===== config.mk =====
export PLATFORM = sky130hd
export DESIGN_NAME = fft_stage_sequencer_flat
export DESIGN_NICKNAME = d
export VERILOG_FILES = /design/src/rtl/fft_stage_sequencer_pkg.sv /design/src/rtl/fft_stage_sequencer_if.sv /design/src/rtl/fft_stage_sequencer_addr_gen.sv /design/src/rtl/fft_stage_sequencer.sv /design/src/flat_wrapper.sv
export SDC_FILE = /design/constraint.sdc
export NUM_CORES = 1
export LEC_CHECK = 0
export CAP_MARGIN = 40
export CELL_PAD_IN_SITES_DETAIL_PLACEMENT = 1
export CELL_PAD_IN_SITES_GLOBAL_PLACEMENT = 1
export CORE_MARGIN = 8
export CORE_UTILIZATION = 55
export CTS_CLUSTER_DIAMETER = 30
export DETAILED_ROUTE_END_ITERATION = 10
export DONT_BUFFER_PORTS = 1
export PLACE_DENSITY = 0.86
export REMOVE_ABC_BUFFERS = 1
export SYNTH_ARGS = -nofsm -noshare
export SYNTH_HDL_FRONTEND = slang
export SYNTH_HIERARCHICAL = 1
export SYNTH_SLANG_ARGS = --single-unit

===== constraint.sdc =====
create_clock -name iCLK -period 11.63 [get_ports iCLK]
set_clock_uncertainty 0.15 [all_clocks]
set_input_delay 2.326 -clock iCLK [delete_from_list [all_inputs] [get_ports iCLK]]
set_output_delay 2.326 -clock iCLK [all_outputs]
set_load 0.005 [all_outputs]

===== src/rtl/fft_stage_sequencer_pkg.sv =====
// Shared constants, state encoding, the write-context struct and a digit helper
// for the radix-4 N=4096 FFT stage sequencer.
// Optional feature macro: FFT_SCALE_EN (adds the scale strobe to the bus).
package fft_stage_sequencer_pkg;

  localparam int N      = 4096;
  localparam int A_BIT  = 10;               // bank address width, N/4 words per bank
  localparam int STAGES = 6;                // log4(N)
  localparam int C_BIT  = $clog2(N / 4);    // butterfly counter width
  localparam int TW_BIT = $clog2(N);        // twiddle exponent width

  // Sequencer states: IDLE, RUN, DRAIN, NEXT, DONE
  localparam logic [2:0] ST_IDLE  = 3'd0;
  localparam logic [2:0] ST_RUN   = 3'd1;
  localparam logic [2:0] ST_DRAIN = 3'd2;
  localparam logic [2:0] ST_NEXT  = 3'd3;
  localparam logic [2:0] ST_DONE  = 3'd4;

  // One entry of the read-to-write delay pipe; sel is already the RAM to write.
  typedef struct packed {
    logic                  valid;
    logic [3:0][A_BIT-1:0] addr;
    logic [1:0]            rot;
    logic                  sel;
  } wr_ctx_t;

  // Sum of the base-4 digits of v, mod 4: the bank of an element in the memory map.
  function automatic logic [1:0] digit_sum_mod4(input logic [C_BIT-1:0] v);
    logic [1:0] s;
    s = 2'd0;
    for (int i = 0; i < C_BIT / 2; i++) s = s + v[2*i +: 2];
    return s;
  endfunction

endpackage


===== src/rtl/fft_stage_sequencer_if.sv =====
// Sequencer bus: start request plus the read/write address streams to the RAMs,
// data mixer and butterfly. With FFT_SCALE_EN the scale strobe is present.
//
// Handshake: start is a one-cycle request with no back-pressure; it is acted on
// only when the sequencer is idle or done, otherwise dropped. rd_valid qualifies
// rd_addr_*/rd_rot/tw_idx in the same cycle, we qualifies wr_addr_*/wr_rot/wr_sel
// in the same cycle; the RAMs always accept, so there is no ready signal.
interface fft_stage_sequencer_if;
  import fft_stage_sequencer_pkg::*;

  logic              start;
  logic              busy;
  logic              rdy;
  logic [2:0]        stage;
  logic              rd_sel;
  logic [A_BIT-1:0]  rd_addr_0, rd_addr_1, rd_addr_2, rd_addr_3;
  logic [1:0]        rd_rot;
  logic              rd_valid;
  logic [TW_BIT-1:0] tw_idx;
  logic              we;
  logic              wr_sel;
  logic [A_BIT-1:0]  wr_addr_0, wr_addr_1, wr_addr_2, wr_addr_3;
  logic [1:0]        wr_rot;
  logic [2:0]        dbg_state;
`ifdef FFT_SCALE_EN
  logic              scale;
`endif

  modport master (
    input  start,
    output busy, rdy, stage, rd_sel, rd_addr_0, rd_addr_1, rd_addr_2, rd_addr_3,
    output rd_rot, rd_valid, tw_idx, we, wr_sel,
    output wr_addr_0, wr_addr_1, wr_addr_2, wr_addr_3, wr_rot, dbg_state
`ifdef FFT_SCALE_EN
    , output scale
`endif
  );

  modport slave (
    output start,
    input  busy, rdy, stage, rd_sel, rd_addr_0, rd_addr_1, rd_addr_2, rd_addr_3,
    input  rd_rot, rd_valid, tw_idx, we, wr_sel,
    input  wr_addr_0, wr_addr_1, wr_addr_2, wr_addr_3, wr_rot, dbg_state
`ifdef FFT_SCALE_EN
    , input scale
`endif
  );

endinterface


===== src/rtl/fft_stage_sequencer_addr_gen.sv =====
// fft_addr_gen: combinational (stage, butterfly counter) -> per-bank addresses,
// bank rotation and twiddle base exponent. Leg p is the counter with base-4
// digit (5-stage) inserted as p; it lands in bank (rot+p) mod 4.
module fft_addr_gen
  import fft_stage_sequencer_pkg::*;
(
  input  logic [2:0]            stage,
  input  logic [C_BIT-1:0]      cnt,
  output logic [3:0][A_BIT-1:0] addr,
  output logic [1:0]            rot,
  output logic [TW_BIT-1:0]     tw_idx
);

  logic [3:0]        sh;        // bit position of the inserted digit
  logic [TW_BIT-1:0] c_ext;
  logic [TW_BIT-1:0] lo_mask;   // digits below the inserted one
  logic [TW_BIT-1:0] hi_part;   // digits above, moved up by one digit

  // Split the counter around the inserted digit; twiddle from the low digits.
  always_comb begin
    sh      = {3'(3'd5 - stage), 1'b0};
    c_ext   = {{(TW_BIT-C_BIT){1'b0}}, cnt};
    lo_mask = (TW_BIT'(1) << sh) - TW_BIT'(1);
    hi_part = (c_ext >> sh) << (sh + 4'd2);
    rot     = digit_sum_mod4(cnt);
    tw_idx  = (c_ext & lo_mask) << {stage, 1'b0};
  end

  // Bank b holds leg p = (b - rot) mod 4; its address is the low A_BIT bits.
  always_comb begin
    logic [1:0] leg;
    leg  = 2'd0;
    addr = '0;
    for (int b = 0; b < 4; b++) begin
      leg     = 2'(b) - rot;
      addr[b] = A_BIT'(hi_part | ({{(TW_BIT-2){1'b0}}, leg} << sh) | (c_ext & lo_mask));
    end
  end

endmodule


===== src/rtl/fft_stage_sequencer.sv =====
// fft_stage_sequencer: steps the 6 radix-4 stages over the ping-pong RAMs,
// issuing one butterfly read per cycle and replaying it to the write side
// LAT cycles later. Optional macro FFT_SCALE_EN adds the scale strobe.
module fft_stage_sequencer
  import fft_stage_sequencer_pkg::*;
#(
  parameter int LAT = 4   // read-to-write latency, 2..15
)(
  input  logic                  iCLK,
  input  logic                  iRESET,
  fft_stage_sequencer_if.master bus
);

  logic [2:0]            state;
  logic [2:0]            stage;
  logic [C_BIT-1:0]      cnt;
  logic [3:0]            dcnt;
  logic                  rd_valid;
  logic [3:0][A_BIT-1:0] gen_addr;
  logic [1:0]            gen_rot;
  logic [TW_BIT-1:0]     gen_tw;
  wr_ctx_t               rd_ctx;
  wr_ctx_t               pipe [LAT];

  fft_addr_gen u_addr_gen (
    .stage  (stage),
    .cnt    (cnt),
    .addr   (gen_addr),
    .rot    (gen_rot),
    .tw_idx (gen_tw)
  );

  assign rd_valid = (state == ST_RUN);

  // Stage FSM: RUN 1024 butterflies, DRAIN LAT cycles, one NEXT gap, then DONE.
  always_ff @(posedge iCLK or negedge iRESET) begin
    if (!iRESET) begin
      state <= ST_IDLE;
      stage <= 3'd0;
      cnt   <= '0;
      dcnt  <= 4'd0;
    end else begin
      case (state)
        ST_IDLE, ST_DONE: begin
          if (bus.start) begin
            state <= ST_RUN;
            stage <= 3'd0;
            cnt   <= '0;
            dcnt  <= 4'd0;
          end
        end
        ST_RUN: begin
          if (cnt == C_BIT'(N / 4 - 1)) begin
            state <= ST_DRAIN;
            dcnt  <= 4'd0;
          end else begin
            cnt <= cnt + 1'b1;
          end
        end
        ST_DRAIN: begin
          if (dcnt == 4'(LAT - 1)) state <= ST_NEXT;
          else                     dcnt  <= dcnt + 4'd1;
        end
        ST_NEXT: begin
          cnt <= '0;
          if (stage < 3'(STAGES - 1)) begin
            stage <= stage + 3'd1;
            state <= ST_RUN;
          end else begin
            state <= ST_DONE;
          end
        end
        default: state <= ST_IDLE;
      endcase
    end
  end

  // Context of this cycle's read, with the write RAM select already flipped.
  always_comb begin
    rd_ctx       = '0;
    rd_ctx.valid = rd_valid;
    if (rd_valid) begin
      rd_ctx.addr = gen_addr;
      rd_ctx.rot  = gen_rot;
      rd_ctx.sel  = ~stage[0];
    end
  end

  // Delay pipe replaying each read to the write side LAT cycles later.
  always_ff @(posedge iCLK or negedge iRESET) begin
    if (!iRESET) begin
      for (int i = 0; i < LAT; i++) pipe[i] <= '0;
    end else begin
      pipe[0] <= rd_ctx;
      for (int i = 1; i < LAT; i++) pipe[i] <= pipe[i-1];
    end
  end

  assign bus.busy      = (state == ST_RUN) || (state == ST_DRAIN) || (state == ST_NEXT);
  assign bus.rdy       = (state == ST_DONE);
  assign bus.stage     = stage;
  assign bus.rd_sel    = stage[0];
  assign bus.rd_valid  = rd_valid;
  assign bus.rd_addr_0 = rd_ctx.addr[0];
  assign bus.rd_addr_1 = rd_ctx.addr[1];
  assign bus.rd_addr_2 = rd_ctx.addr[2];
  assign bus.rd_addr_3 = rd_ctx.addr[3];
  assign bus.rd_rot    = rd_ctx.rot;
  assign bus.tw_idx    = rd_valid ? gen_tw : '0;
  assign bus.we        = pipe[LAT-1].valid;
  assign bus.wr_sel    = pipe[LAT-1].sel;
  assign bus.wr_addr_0 = pipe[LAT-1].addr[0];
  assign bus.wr_addr_1 = pipe[LAT-1].addr[1];
  assign bus.wr_addr_2 = pipe[LAT-1].addr[2];
  assign bus.wr_addr_3 = pipe[LAT-1].addr[3];
  assign bus.wr_rot    = pipe[LAT-1].rot;
  assign bus.dbg_state = state;
`ifdef FFT_SCALE_EN
  assign bus.scale     = pipe[LAT-1].valid;
`endif

endmodule


===== src/flat_wrapper.sv =====
// flat-port wrapper written by rule: the top's interface ports become plain ports
module fft_stage_sequencer_flat import fft_stage_sequencer_pkg::*;
#(
  parameter int LAT = 4                                  
)
  (iCLK, iRESET, bus_start, bus_busy, bus_rdy, bus_stage, bus_rd_sel, bus_rd_addr_0, bus_rd_addr_1, bus_rd_addr_2, bus_rd_addr_3, bus_rd_rot, bus_rd_valid, bus_tw_idx, bus_we, bus_wr_sel, bus_wr_addr_0, bus_wr_addr_1, bus_wr_addr_2, bus_wr_addr_3, bus_wr_rot, bus_dbg_state);
  fft_stage_sequencer_if bus_i ();
  input  logic iCLK;
  input  logic iRESET;
  input wire logic [$bits(bus_i.start)-1:0] bus_start;
  output wire logic [$bits(bus_i.busy)-1:0] bus_busy;
  output wire logic [$bits(bus_i.rdy)-1:0] bus_rdy;
  output wire logic [$bits(bus_i.stage)-1:0] bus_stage;
  output wire logic [$bits(bus_i.rd_sel)-1:0] bus_rd_sel;
  output wire logic [$bits(bus_i.rd_addr_0)-1:0] bus_rd_addr_0;
  output wire logic [$bits(bus_i.rd_addr_1)-1:0] bus_rd_addr_1;
  output wire logic [$bits(bus_i.rd_addr_2)-1:0] bus_rd_addr_2;
  output wire logic [$bits(bus_i.rd_addr_3)-1:0] bus_rd_addr_3;
  output wire logic [$bits(bus_i.rd_rot)-1:0] bus_rd_rot;
  output wire logic [$bits(bus_i.rd_valid)-1:0] bus_rd_valid;
  output wire logic [$bits(bus_i.tw_idx)-1:0] bus_tw_idx;
  output wire logic [$bits(bus_i.we)-1:0] bus_we;
  output wire logic [$bits(bus_i.wr_sel)-1:0] bus_wr_sel;
  output wire logic [$bits(bus_i.wr_addr_0)-1:0] bus_wr_addr_0;
  output wire logic [$bits(bus_i.wr_addr_1)-1:0] bus_wr_addr_1;
  output wire logic [$bits(bus_i.wr_addr_2)-1:0] bus_wr_addr_2;
  output wire logic [$bits(bus_i.wr_addr_3)-1:0] bus_wr_addr_3;
  output wire logic [$bits(bus_i.wr_rot)-1:0] bus_wr_rot;
  output wire logic [$bits(bus_i.dbg_state)-1:0] bus_dbg_state;
  assign bus_i.start = bus_start;
  assign bus_busy = bus_i.busy;
  assign bus_rdy = bus_i.rdy;
  assign bus_stage = bus_i.stage;
  assign bus_rd_sel = bus_i.rd_sel;
  assign bus_rd_addr_0 = bus_i.rd_addr_0;
  assign bus_rd_addr_1 = bus_i.rd_addr_1;
  assign bus_rd_addr_2 = bus_i.rd_addr_2;
  assign bus_rd_addr_3 = bus_i.rd_addr_3;
  assign bus_rd_rot = bus_i.rd_rot;
  assign bus_rd_valid = bus_i.rd_valid;
  assign bus_tw_idx = bus_i.tw_idx;
  assign bus_we = bus_i.we;
  assign bus_wr_sel = bus_i.wr_sel;
  assign bus_wr_addr_0 = bus_i.wr_addr_0;
  assign bus_wr_addr_1 = bus_i.wr_addr_1;
  assign bus_wr_addr_2 = bus_i.wr_addr_2;
  assign bus_wr_addr_3 = bus_i.wr_addr_3;
  assign bus_wr_rot = bus_i.wr_rot;
  assign bus_dbg_state = bus_i.dbg_state;
  fft_stage_sequencer #(.LAT(LAT)) u_core (.iCLK(iCLK), .iRESET(iRESET), .bus(bus_i));
endmodule

==> impl_results.md, run 1 <==
- WP data required: 9.15 ns
- Initial DRT Pass Iterations: 5
- Clock Root Buffer: clkbuf_16
- Post-synthesis mux area share: 1.159%
- Max_cap viols: 0
- Post-synthesis xor/xnor area fraction: 1.613%
- Synth warnings: 6
- Min Hold Slack: 0.1939 ns
- Total CTS buffers: 17
- PwrDens: 281.0 mW/mm^2
- Register area share after synthesis: 61.39%
- Total core area: 0.01437 mm^2
- # rows: 44
- CTS tree: yes
- Total die area: 0.01864 mm^2
- Final hold violations: 0
- Main combinational cell family by area after synthesis: buffers and inverters
- Mapped cell area: 0.007989 mm^2
- RSZ-0062 raised after global routing: false
- Hpwl dp: 12410 um
- Dpl cells: 722
- Slew HR: 55.21%
- Distinct cells, synth: 66
- EDFF count, synth: 0
- Sink Count: 196
- Placed instance area: 0.007400 mm^2
- Largest net degree at the start of global routing: 197
- Clock latency on the worst-skew pair: 0.42 ns
- Via/cell ratio: 5.903
- Final antenna diode count: 0
- Area Overhead vs Synth: -0.01567%
- Final design area excluding fillers: 0.007988 mm^2
- WL final: 18920 um
- Layout cells sized above 1: 8.246%
- Peak Freq: 0.1528 GHz
- Yosys top cell area share: 61.39%
- Worst slack, placed: 5.635 ns
- Initial Utilization: 55.60%
- Post-CTS Repair Setup Buffers: 0
- IO Pins: 111
- GPL Wtd Cong: 0.9136
- Htree depth: 4
- Non-Filler Instances: 754
- Gr ovfl total: 0
- Most common cell after layout, fill and taps aside: dfrtp_1
- Synth Area in Simple Gates: 11.34%
- Worst Setup End Kind: primary output
- P_leak: 3.647 nW
- Post-CTS Resized: 0
- Gate Count Post-Synth: 657
- Final Max Slew Viols: 0
- Outcome: completed
- Async set or reset register ratio after synthesis: 100.0%
- Vias in the first global route: 4757
- Total power: 2.244 mW
- Worst setup margin: 5.084 ns
- Setup TNS: 0 ns
- Top_reg_cell synth: dfrtp_1
- Input/output buffers: 0
- Largest cells by area after synthesis: dfrtp_1 61%, buf_4 9.0%, and2_1 4.7%, o21ai_0 2.4%, ha_1 1.4%
- Die W: 136.5 um
- CP Max Fanout: 11
- CTS Hold Bufs: 0
- Peak VDD IR: 114.9 uV
- Wire per inst: 25.09 um
- #FFs+latches synth: 196
- ANT nets after route: 0
- Synth Area in Adders: 2.161%
- Fin crit share: 56.29%
- Max Root-Sink Buffers: 2
- HP Class: flop to flop
- Via count: 4451
- Tmin final: 6.546 ns
- Setup violators final: 0
- # DRC: 0
- Number of antenna violations at the first check in global routing: 0
- Die Y: 136.5 um
- Setup CP Type: flop to primary output
- Avg Inst Size Synth: 12.16 um^2
- Post-synthesis compound-gate area fraction: 10.65%
- Gr usage total: 21.18%
- Commonest non-fill, non-tap cells in the layout: 196 x dfrtp_1, 60 x and2_1, 39 x o21ai_0, 23 x nand2_1, 18 x inv_1
- First-pass GRT wire length: 29100 um
- CP arrival: 4.07 ns
- Clock Pin Slew Worst Setup and Hold Paths: 0.08 ns
- Final nets: 572
- Tightest Pin Transition: 0.6649 ns
- Initial drt markers: 493
- Layout Utilization: 55.59%
- Yosys top cell by area: dfrtp_1
- Critical Path Source Type: flop
[final timing paths]
check / startpoint / endpoint / slack (ns) / cells after the start
worst max-delay path: u_core/cnt[0]$_DFFE_PN0P_ / bus_rd_addr_2[7] / 5.08 / 10
worst min-delay path: u_core/pipe[169]$_DFF_PN0_ / u_core/pipe[125]$_DFF_PN0_ / 0.19 / 0
worst max register to register: u_core/cnt[0]$_DFFE_PN0P_ / u_core/pipe[162]$_DFF_PN0_ / 7.74 / 10
worst min register to register: u_core/pipe[169]$_DFF_PN0_ / u_core/pipe[125]$_DFF_PN0_ / 0.19 / 0
max in group asynchronous: iRESET / u_core/pipe[124]$_DFF_PN0_ / 9.69 / 0
min in group asynchronous: iRESET / u_core/bus.wr_addr_3[1]$_DFF_PN0_ / 1.44 / 0
[worst max-delay path, cell delays in order (launching register included)]
cell and delay [ns]:
dfrtp_1 0.55, fa_1 0.59, inv_1 0.05, fa_1 0.45
fa_1 0.39, xor2_1 0.18, xnor2_1 0.19, xnor2_2 0.44
xnor2_1 0.27, o21ai_0 0.29, and2_1 0.26
[registers in the layout (all words and copies together) (netlist names)]
name,count
u_core/pipe,132
u_core/bus.wr_addr_1,10
u_core/bus.wr_addr_0,10
u_core/bus.wr_rot,2
u_core/bus.wr_addr_2,10
u_core/dcnt,4
u_core/bus.wr_sel,1
u_core/cnt,10
u_core/bus.we,1
u_core/bus.wr_addr_3,10
u_core/bus.dbg_state,3
u_core/bus.stage,3
[cell type report]
class                   count  area [um^2]
flip-flops and latches    196         4905
well taps                 184        230.2
inverters                  19        71.32
repair buffers              4        42.54
fillers                  1379         6381
clock buffers              17        425.4
multi-input cells         319         2151
clock inverters            15        162.7
[metal layers]
metal  global-route usage (%)  up-vias  part of all wire, %
met3                    7.085       23                  8.2
met4                    7.322        0                  1.9
met5                        0        -                    0
li1                         -     1945                    -
met2                    36.18      185                   52
met1                    24.49     2298                   38
[cell usage after synthesis (all sizes together), types with 4 or more instances]
library cell,number
o21ai,40
a21oi,14
and2,60
nand3,13
dfrtp,196
a21o,4
ha,9
nor2b,8
clkbuf,16
nand3b,4
a31oi,10
a211oi,5
o21bai,5
inv,19
nor2,15
nor3b,5
nand2b,4
mux2i,7
nor3,11
buf,107
xnor2,10
nand4,4
nand2,23
[power breakdown]
part	internal [mW]	leakage, nW	total [mW]	switching, mW
clock network	0.306	0.290	0.585	0.280
registers	0.929	2.50	1.09	0.156
logic	0.183	0.855	0.574	0.391
total	1.42	3.65	2.24	0.827
[logic make-up (layout without fill, tap and decap cells)]
family	Yosys count	after routing
AND/OR/NAND/NOR	160	160
AO/OA/AOI/OAI	125	125
buffers and inverters	142	55
adder cells (fa/ha/maj)	12	12
XOR/XNOR	13	13
multiplexers	9	9
flip-flops	196	196
Power figures use the tool's default switching activity.
==> inputs of run 2 (changes only) <==
- CORE_UTILIZATION: 55 -> 51
- PLACE_DENSITY: 0.86 -> 0.81
- clock period: 11.63 -> 6.7 ns (I/O delays scaled with it)
==> run 2 against run 1 <==
Against the previous run:
- die area up 6.9%
- clock power is 71% higher
- non-clock buffer count is the same
- first-iteration DRC count decreased by 45%
- critical path type unchanged
==> impl_results.md, run 2 (same netlist as run 1, synthesis figures left out) <==
- Gr ovfl total: 0 (unchanged)
- Worst R2R Start: u_core/cnt[0]$_DFFE_PN0P_ (unchanged)
- CP max stage delay: 0.60 ns (was 0.59 ns)
- Htree depth: 4 (unchanged)
- Clock Pin Slew Worst Setup and Hold Paths: 0.08 ns (about the same)
- Met1 Wirelength: 6779 um (was 7203 um)
- Commonest non-fill, non-tap cells in the layout: 196 x dfrtp_1, 60 x and2_1, 39 x o21ai_0, 23 x nand2_1, 18 x inv_1 (unchanged)
- GPL Wtd Cong: 0.9479 (was 0.9136)
- Footprint of the multi-input gates: 0.002151 mm^2 (unchanged)
- Critical Path Source Type: flop (unchanged)
- Die W: 141.2 um (was 136.5 um)
- Die Y: 141.2 um (was 136.5 um)
- Post-CTS Repair Setup Buffers: 0 (unchanged)
- Fin crit share: 82.11%
- Initial drt markers: 271 (was 493)
- Sink Count: 196 (unchanged)
- Most frequent CP cell: fa_1 (unchanged)
- Clock Root Buffer: clkbuf_16 (unchanged)
- Post-CTS Resized: 0 (unchanged)
- Total CTS buffers: 17 (unchanged)
- Peak Freq: 0.1818 GHz
- Setup violators final: 0 (unchanged)
- CP Buf/Inv Count: 1 (unchanged)
- Placed instance area: 0.007433 mm^2 (was 0.007400 mm^2)
- CTS tree: yes (unchanged)
- HP Class: flop to flop (unchanged)
- # DRC: 0 (unchanged)
- Max_cap viols: 0 (unchanged)
- WL met3: 1162 um (was 1549 um)
- Tmin final: 5.502 ns
- Hold Path Origin: u_core/pipe[128]$_DFF_PN0_ (was u_core/pipe[169]$_DFF_PN0_)
- Clock latency on the worst-skew pair: 0.43 ns (was 0.42 ns)
- Layout Utilization: 52.63% (was 55.59%)
- P_leak: 3.652 nW (was 3.647 nW)
- Total core area: 0.01526 mm^2 (was 0.01437 mm^2)
- Initial Utilization: 52.36% (was 55.60%)
- ANT nets after route: 0 (unchanged)
- Via/cell ratio: 5.563 (was 5.903)
- Final Max Slew Viols: 0 (unchanged)
- Slew HR: 51.52% (was 55.21%)
- Area Overhead vs Synth: 0.5168% (was -0.01567%)
- Final nets: 572 (unchanged)
- Largest register FFs: 132 (unchanged)
- Tightest Pin Transition: 0.7195 ns (was 0.6649 ns)
- RSZ-0062 raised after global routing: false (unchanged)
- Fillers: 1498 (was 1379)
- Input/output buffers: 0 (unchanged)
- Critical-path top delay cell: fa_1 (unchanged)
- Final design area excluding fillers: 0.008030 mm^2 (was 0.007988 mm^2)
- Outcome: completed (unchanged)
- DR WL met2: 8934 um (was 9814 um)
- Final hold violations: 0 (unchanged)
- Setup TNS: 0 ns (unchanged)
- Register Area: 0.004905 mm^2 (unchanged)
- Crit-path cells: fa_1 -> inv_1 -> fa_1 -> fa_1 -> xor2_1 -> xnor2_1 -> xnor2_2 -> xnor2_1 -> o21ai_0 -> and2_1 (unchanged)
- CP Max Fanout: 11 (unchanged)
- Peak VDD IR: 207.2 uV (was 114.9 uV)
- IO Pins: 111 (unchanged)
- Setup CP Type: flop to primary output (unchanged)
- Vias in the first global route: 4518 (was 4757)
- Wire per inst: 21.92 um (was 25.09 um)
- Crit path max-delay family: adder cells (unchanged)
- Initial DRT Pass Iterations: 4 (was 5)
- PwrDens: 474.6 mW/mm^2 (was 281.0 mW/mm^2)
- Largest net degree at the start of global routing: 197 (unchanged)
- Max Root-Sink Buffers: 2 (unchanged)
- WP data required: 5.21 ns (was 9.15 ns)
- Largest Register: u_core/pipe (unchanged)
- Layout cells sized above 1: 8.246% (unchanged)
- Hpwl dp: 12170 um (was 12410 um)
- Gr usage total: 17.57% (was 21.18%)
- Total power: 3.811 mW (was 2.244 mW)
- Final antenna diode count: 0 (unchanged)
- WL final: 17120 um (was 18920 um)
- Total die area: 0.01993 mm^2 (was 0.01864 mm^2)
- CTS Hold Bufs: 0 (unchanged)
- Setup crit start: u_core/cnt[0]$_DFFE_PN0P_ (unchanged)
- Via count: 4345 (was 4451)
- CP arrival: 4.01 ns (was 4.07 ns)
- Top layer reached by signal wires: met4 (unchanged)
- First-pass GRT wire length: 26590 um (was 29100 um)
- Worst Setup End Kind: primary output (unchanged)
- Most common cell after layout, fill and taps aside: dfrtp_1 (unchanged)
- # rows: 45 (was 44)
- Number of antenna violations at the first check in global routing: 0 (unchanged)
## run 2: layout make-up
cell class	count	share of cell area, %
Timing Repair Buffer	4	0.5298
Clock inverter	13	1.792
Inverter	19	0.8881
Multi-Input combinational cell	319	26.78
Tap cell	211	3.288
Sequential cell	196	61.08
Clock buffer	19	5.640
## run 2: path summary, 6_finish.rpt
kind / to / slack [ns] / cells after the start
setup / recovery: bus_rd_addr_0[7] / 1.20 / 10
hold / removal: u_core/pipe[84]$_DFF_PN0_ / 0.19 / 0
setup reg to reg: u_core/pipe[142]$_DFF_PN0_ / 2.87 / 8
hold reg to reg: u_core/pipe[84]$_DFF_PN0_ / 0.19 / 0
max in group asynchronous: u_core/pipe[65]$_DFF_PN0_ / 5.68 / 0
min in group asynchronous: u_core/bus.wr_addr_1[2]$_DFF_PN0_ / 0.45 / 0
## run 2: stage by stage
stage          setup slack (ns)  std cells  hold slack, ns
6_report                  1.198        781          0.1914
3_3_place_gp              1.721        748          0.1813
4_1_cts                   1.153        781          0.1954
5_1_grt                  0.9133        781          0.1916
2_1_floorplan             2.051        534          0.1812
3_5_place_dp              1.649        749          0.1856
## run 2: power by group
| group | leakage [nW] | switching (mW) | internal, mW | total, mW |
|---|---|---|---|---|
| registers | 2.50 | 0.247 | 1.61 | 1.86 |
| logic | 0.855 | 0.631 | 0.318 | 0.949 |
| clock network | 0.294 | 0.481 | 0.522 | 1.00 |
| total | 3.65 | 1.36 | 2.45 | 3.81 |
## run 2: metal layers
metal	vias to the layer above	global-route usage, %
li1	1948	-
met1	2259	20.24
met2	117	30.27
met3	21	5.537
met4	0	6.335
met5	-	0
==> inputs of run 3 (changes only) <==
- clock period: 6.7 -> 5.57 ns (I/O delays scaled with it)
==> run 3 against run 2 <==
Against the previous run:
- die area is the same
- sequential share of layout area shrank 0.47 points
- via count grew 0.83%
- first-iteration DRC count grew 25%
- non-clock buffer count grew 3
- critical path type unchanged
- critical endpoint is now bus_rd_addr_0[3]
- largest power group unchanged
==> impl_results.md, run 3 (same netlist as run 1, synthesis figures left out) <==
- Outcome: completed (unchanged)
- Peak VDD IR: 277.5 uV (was 207.2 uV)
- # rows: 45 (unchanged)
- Most frequent CP cell: fa_1 (unchanged)
- Via count: 4381 (was 4345)
- Total CTS buffers: 17 (unchanged)
- Final design area excluding fillers: 0.008093 mm^2 (was 0.008030 mm^2)
- Worst R2R Start: u_core/cnt[0]$_DFFE_PN0P_ (unchanged)
- Capturing point of the worst reg2reg path: u_core/pipe[138]$_DFF_PN0_ (was u_core/pipe[142]$_DFF_PN0_)
- Htree depth: 4 (unchanged)
- Wire per inst: 23.00 um (was 21.92 um)
- P_leak: 3.681 nW (was 3.652 nW)
- Post-CTS Repair Setup Buffers: 0 (unchanged)
- Clock Root Buffer: clkbuf_16 (unchanged)
- CTS Hold Bufs: 0 (unchanged)
- Tmin final: 5.323 ns
- IO Pins: 111 (unchanged)
- Die W: 141.2 um (unchanged)
- CP Max Fanout: 11 (unchanged)
- Worst Hold Path Cells: 0 (unchanged)
- Number of antenna violations at the first check in global routing: 0 (unchanged)
- Max Root-Sink Buffers: 2 (unchanged)
- Gr usage total: 18.82% (was 17.57%)
- Peak Freq: 0.1879 GHz
- Clock latency on the worst-skew pair: 0.42 ns (was 0.43 ns)
- Setup violators final: 0 (unchanged)
- Total die area: 0.01993 mm^2 (unchanged)
- Worst slack, placed: 0.7544 ns (was 1.649 ns)
- HP Class: flop to flop (unchanged)
- ANT nets after route: 0 (unchanged)
- Switching part of the total: 35.88% (was 35.67%)
- CP max stage delay: 0.61 ns (was 0.60 ns)
- Layout Utilization: 53.04% (was 52.63%)
- Setup CP Type: flop to primary output (unchanged)
- Commonest non-fill, non-tap cells in the layout: 196 x dfrtp_1, 60 x and2_1, 39 x o21ai_0, 23 x nand2_1, 18 x inv_1 (unchanged)
- Area Overhead vs Synth: 1.300% (was 0.5168%)
- Input/output buffers: 0 (unchanged)
- Placed instance area: 0.007456 mm^2 (was 0.007433 mm^2)
- Hpwl dp: 12520 um (was 12170 um)
- First-pass GRT wire length: 28410 um (was 26590 um)
- Initial Utilization: 52.36% (unchanged)
- Critical-path top delay cell: fa_1 (unchanged)
- CP arrival: 4.06 ns (was 4.01 ns)
- Via/cell ratio: 5.588 (was 5.563)
- R2r worst-path depth: 10 (was 8)
- Largest register FFs: 132 (unchanged)
- # DRC: 0 (unchanged)
- Sink Count: 196 (unchanged)
- Most common cell after layout, fill and taps aside: dfrtp_1 (unchanged)
- GPL Wtd Cong: 0.8657 (was 0.9479)
- Max_cap viols: 0 (unchanged)
- Setup TNS: 0 ns (unchanged)
- CTS tree: yes (unchanged)
- WP data required: 4.31 ns (was 5.21 ns)
- Min Hold Slack: 0.1886 ns (was 0.1914 ns)
- P_int: 3.022 mW (was 2.451 mW)
- Critical Path Source Type: flop (unchanged)
- Dpl cells: 752 (was 749)
- Clk network pwr share: 26.9% (was 26.3%)
- Reg2reg setup slack: 1.66 ns (was 2.87 ns)
- Largest Register: u_core/pipe (unchanged)
- PwrDens: 582.3 mW/mm^2 (was 474.6 mW/mm^2)
- Worst setup margin: 0.2472 ns (was 1.198 ns)
- Total core area: 0.01526 mm^2 (unchanged)
- Final Max Slew Viols: 0 (unchanged)
- Vias in the first global route: 4709 (was 4518)
- Gr ovfl total: 0 (unchanged)
- Initial DRT Pass Iterations: 4 (unchanged)
- Final hold violations: 0 (unchanged)
- Final antenna diode count: 0 (unchanged)
- Tightest Pin Transition: 0.7247 ns (was 0.7195 ns)
- Min-Delay Endpoint: u_core/pipe[130]$_DFF_PN0_ (was u_core/pipe[84]$_DFF_PN0_)
- Total power: 4.712 mW (was 3.811 mW)
- Initial drt markers: 340 (was 271)
- Hold Path Origin: u_core/pipe[174]$_DFF_PN0_ (was u_core/pipe[128]$_DFF_PN0_)
- RSZ-0062 raised after global routing: false (unchanged)
- Sequential share of power: 47.6% (was 48.8%)
- Post-CTS Resized: 0 (unchanged)
- Comb pwr share: 25.5% (was 24.9%)
- Clock Pin Slew Worst Setup and Hold Paths: 0.08 ns (about the same)
- Fillers: 1515 (was 1498)
- Die Y: 141.2 um (unchanged)
- WL final: 18030 um (was 17120 um)
- Non-Filler Instances: 784 (was 781)
- Fin crit share: 95.56%
- Crit-path cells: fa_1 -> inv_1 -> fa_1 -> fa_1 -> xor2_1 -> xnor2_1 -> xnor2_2 -> xnor2_1 -> o21ai_0 -> and2_1 (unchanged)
- Final nets: 575 (was 572)
- Worst Setup End Kind: primary output (unchanged)
- Largest net degree at the start of global routing: 197 (unchanged)
- Switch Pwr: 1.691 mW (was 1.360 mW)
- Slew HR: 51.18% (was 51.52%)
- Layout cells sized above 1: 8.551% (was 8.246%)
## run 3: area by class of cell
cell class                 instances  area (um^2)  area share (%)
inverter                          19        71.32          0.8813
clock inverter                    14        207.7           2.566
tap                              211        264.0           3.262
sequential                       196         4905           60.61
timing repair buffer               7        65.06          0.8040
multi-input combinational        319         2151           26.58
clock buffer                      18        429.2           5.303
## run 3: metal layers
layer	vias to the layer above	share of wire, %	track usage [%]
li1	1939	-	-
met1	2292	40	22.33
met2	131	52	32.66
met3	19	6.3	5.267
met4	0	1.5	5.656
met5	-	0	0
## run 3: how the worst max path moves through the flow
stage | start | to | slack (ns) | cells past startpoint
after floorplan | u_core/bus.stage[0]$_DFFE_PN0P_ | bus_rd_addr_0[8] | 1.15 | 10
after global placement | u_core/cnt[0]$_DFFE_PN0P_ | bus_rd_addr_2[9] | 0.92 | 10
after detailed placement | u_core/cnt[0]$_DFFE_PN0P_ | bus_rd_addr_0[9] | 0.75 | 10
after CTS | u_core/cnt[0]$_DFFE_PN0P_ | bus_rd_addr_0[3] | 0.25 | 10
after global routing | u_core/cnt[0]$_DFFE_PN0P_ | bus_rd_addr_0[3] | 0.0004 | 10
final | u_core/cnt[0]$_DFFE_PN0P_ | bus_rd_addr_0[3] | 0.25 | 10
## run 3: worst max-delay path, delay by kind of cell (launching register included)
kind                       cells  cell delay, ns
AOI/OAI and AO/OA              1            0.21
xor gates and xnor gates       4            1.17
adders and majority gates      3            1.45
buffers and inverters          1            0.06
DFF                            1            0.53
and+or+nand+nor                1            0.21
## run 3: power groups by stage
stage               registers [mW]  clock network, mW  logic (mW)
detailed placement            2.27                  0        1.20
CTS                           2.26               1.30        1.21
finish                        2.24               1.27        1.20
global placement              2.22                  0        1.14
global route                  2.31               1.35        1.32
floorplan                     2.14                  0       0.783
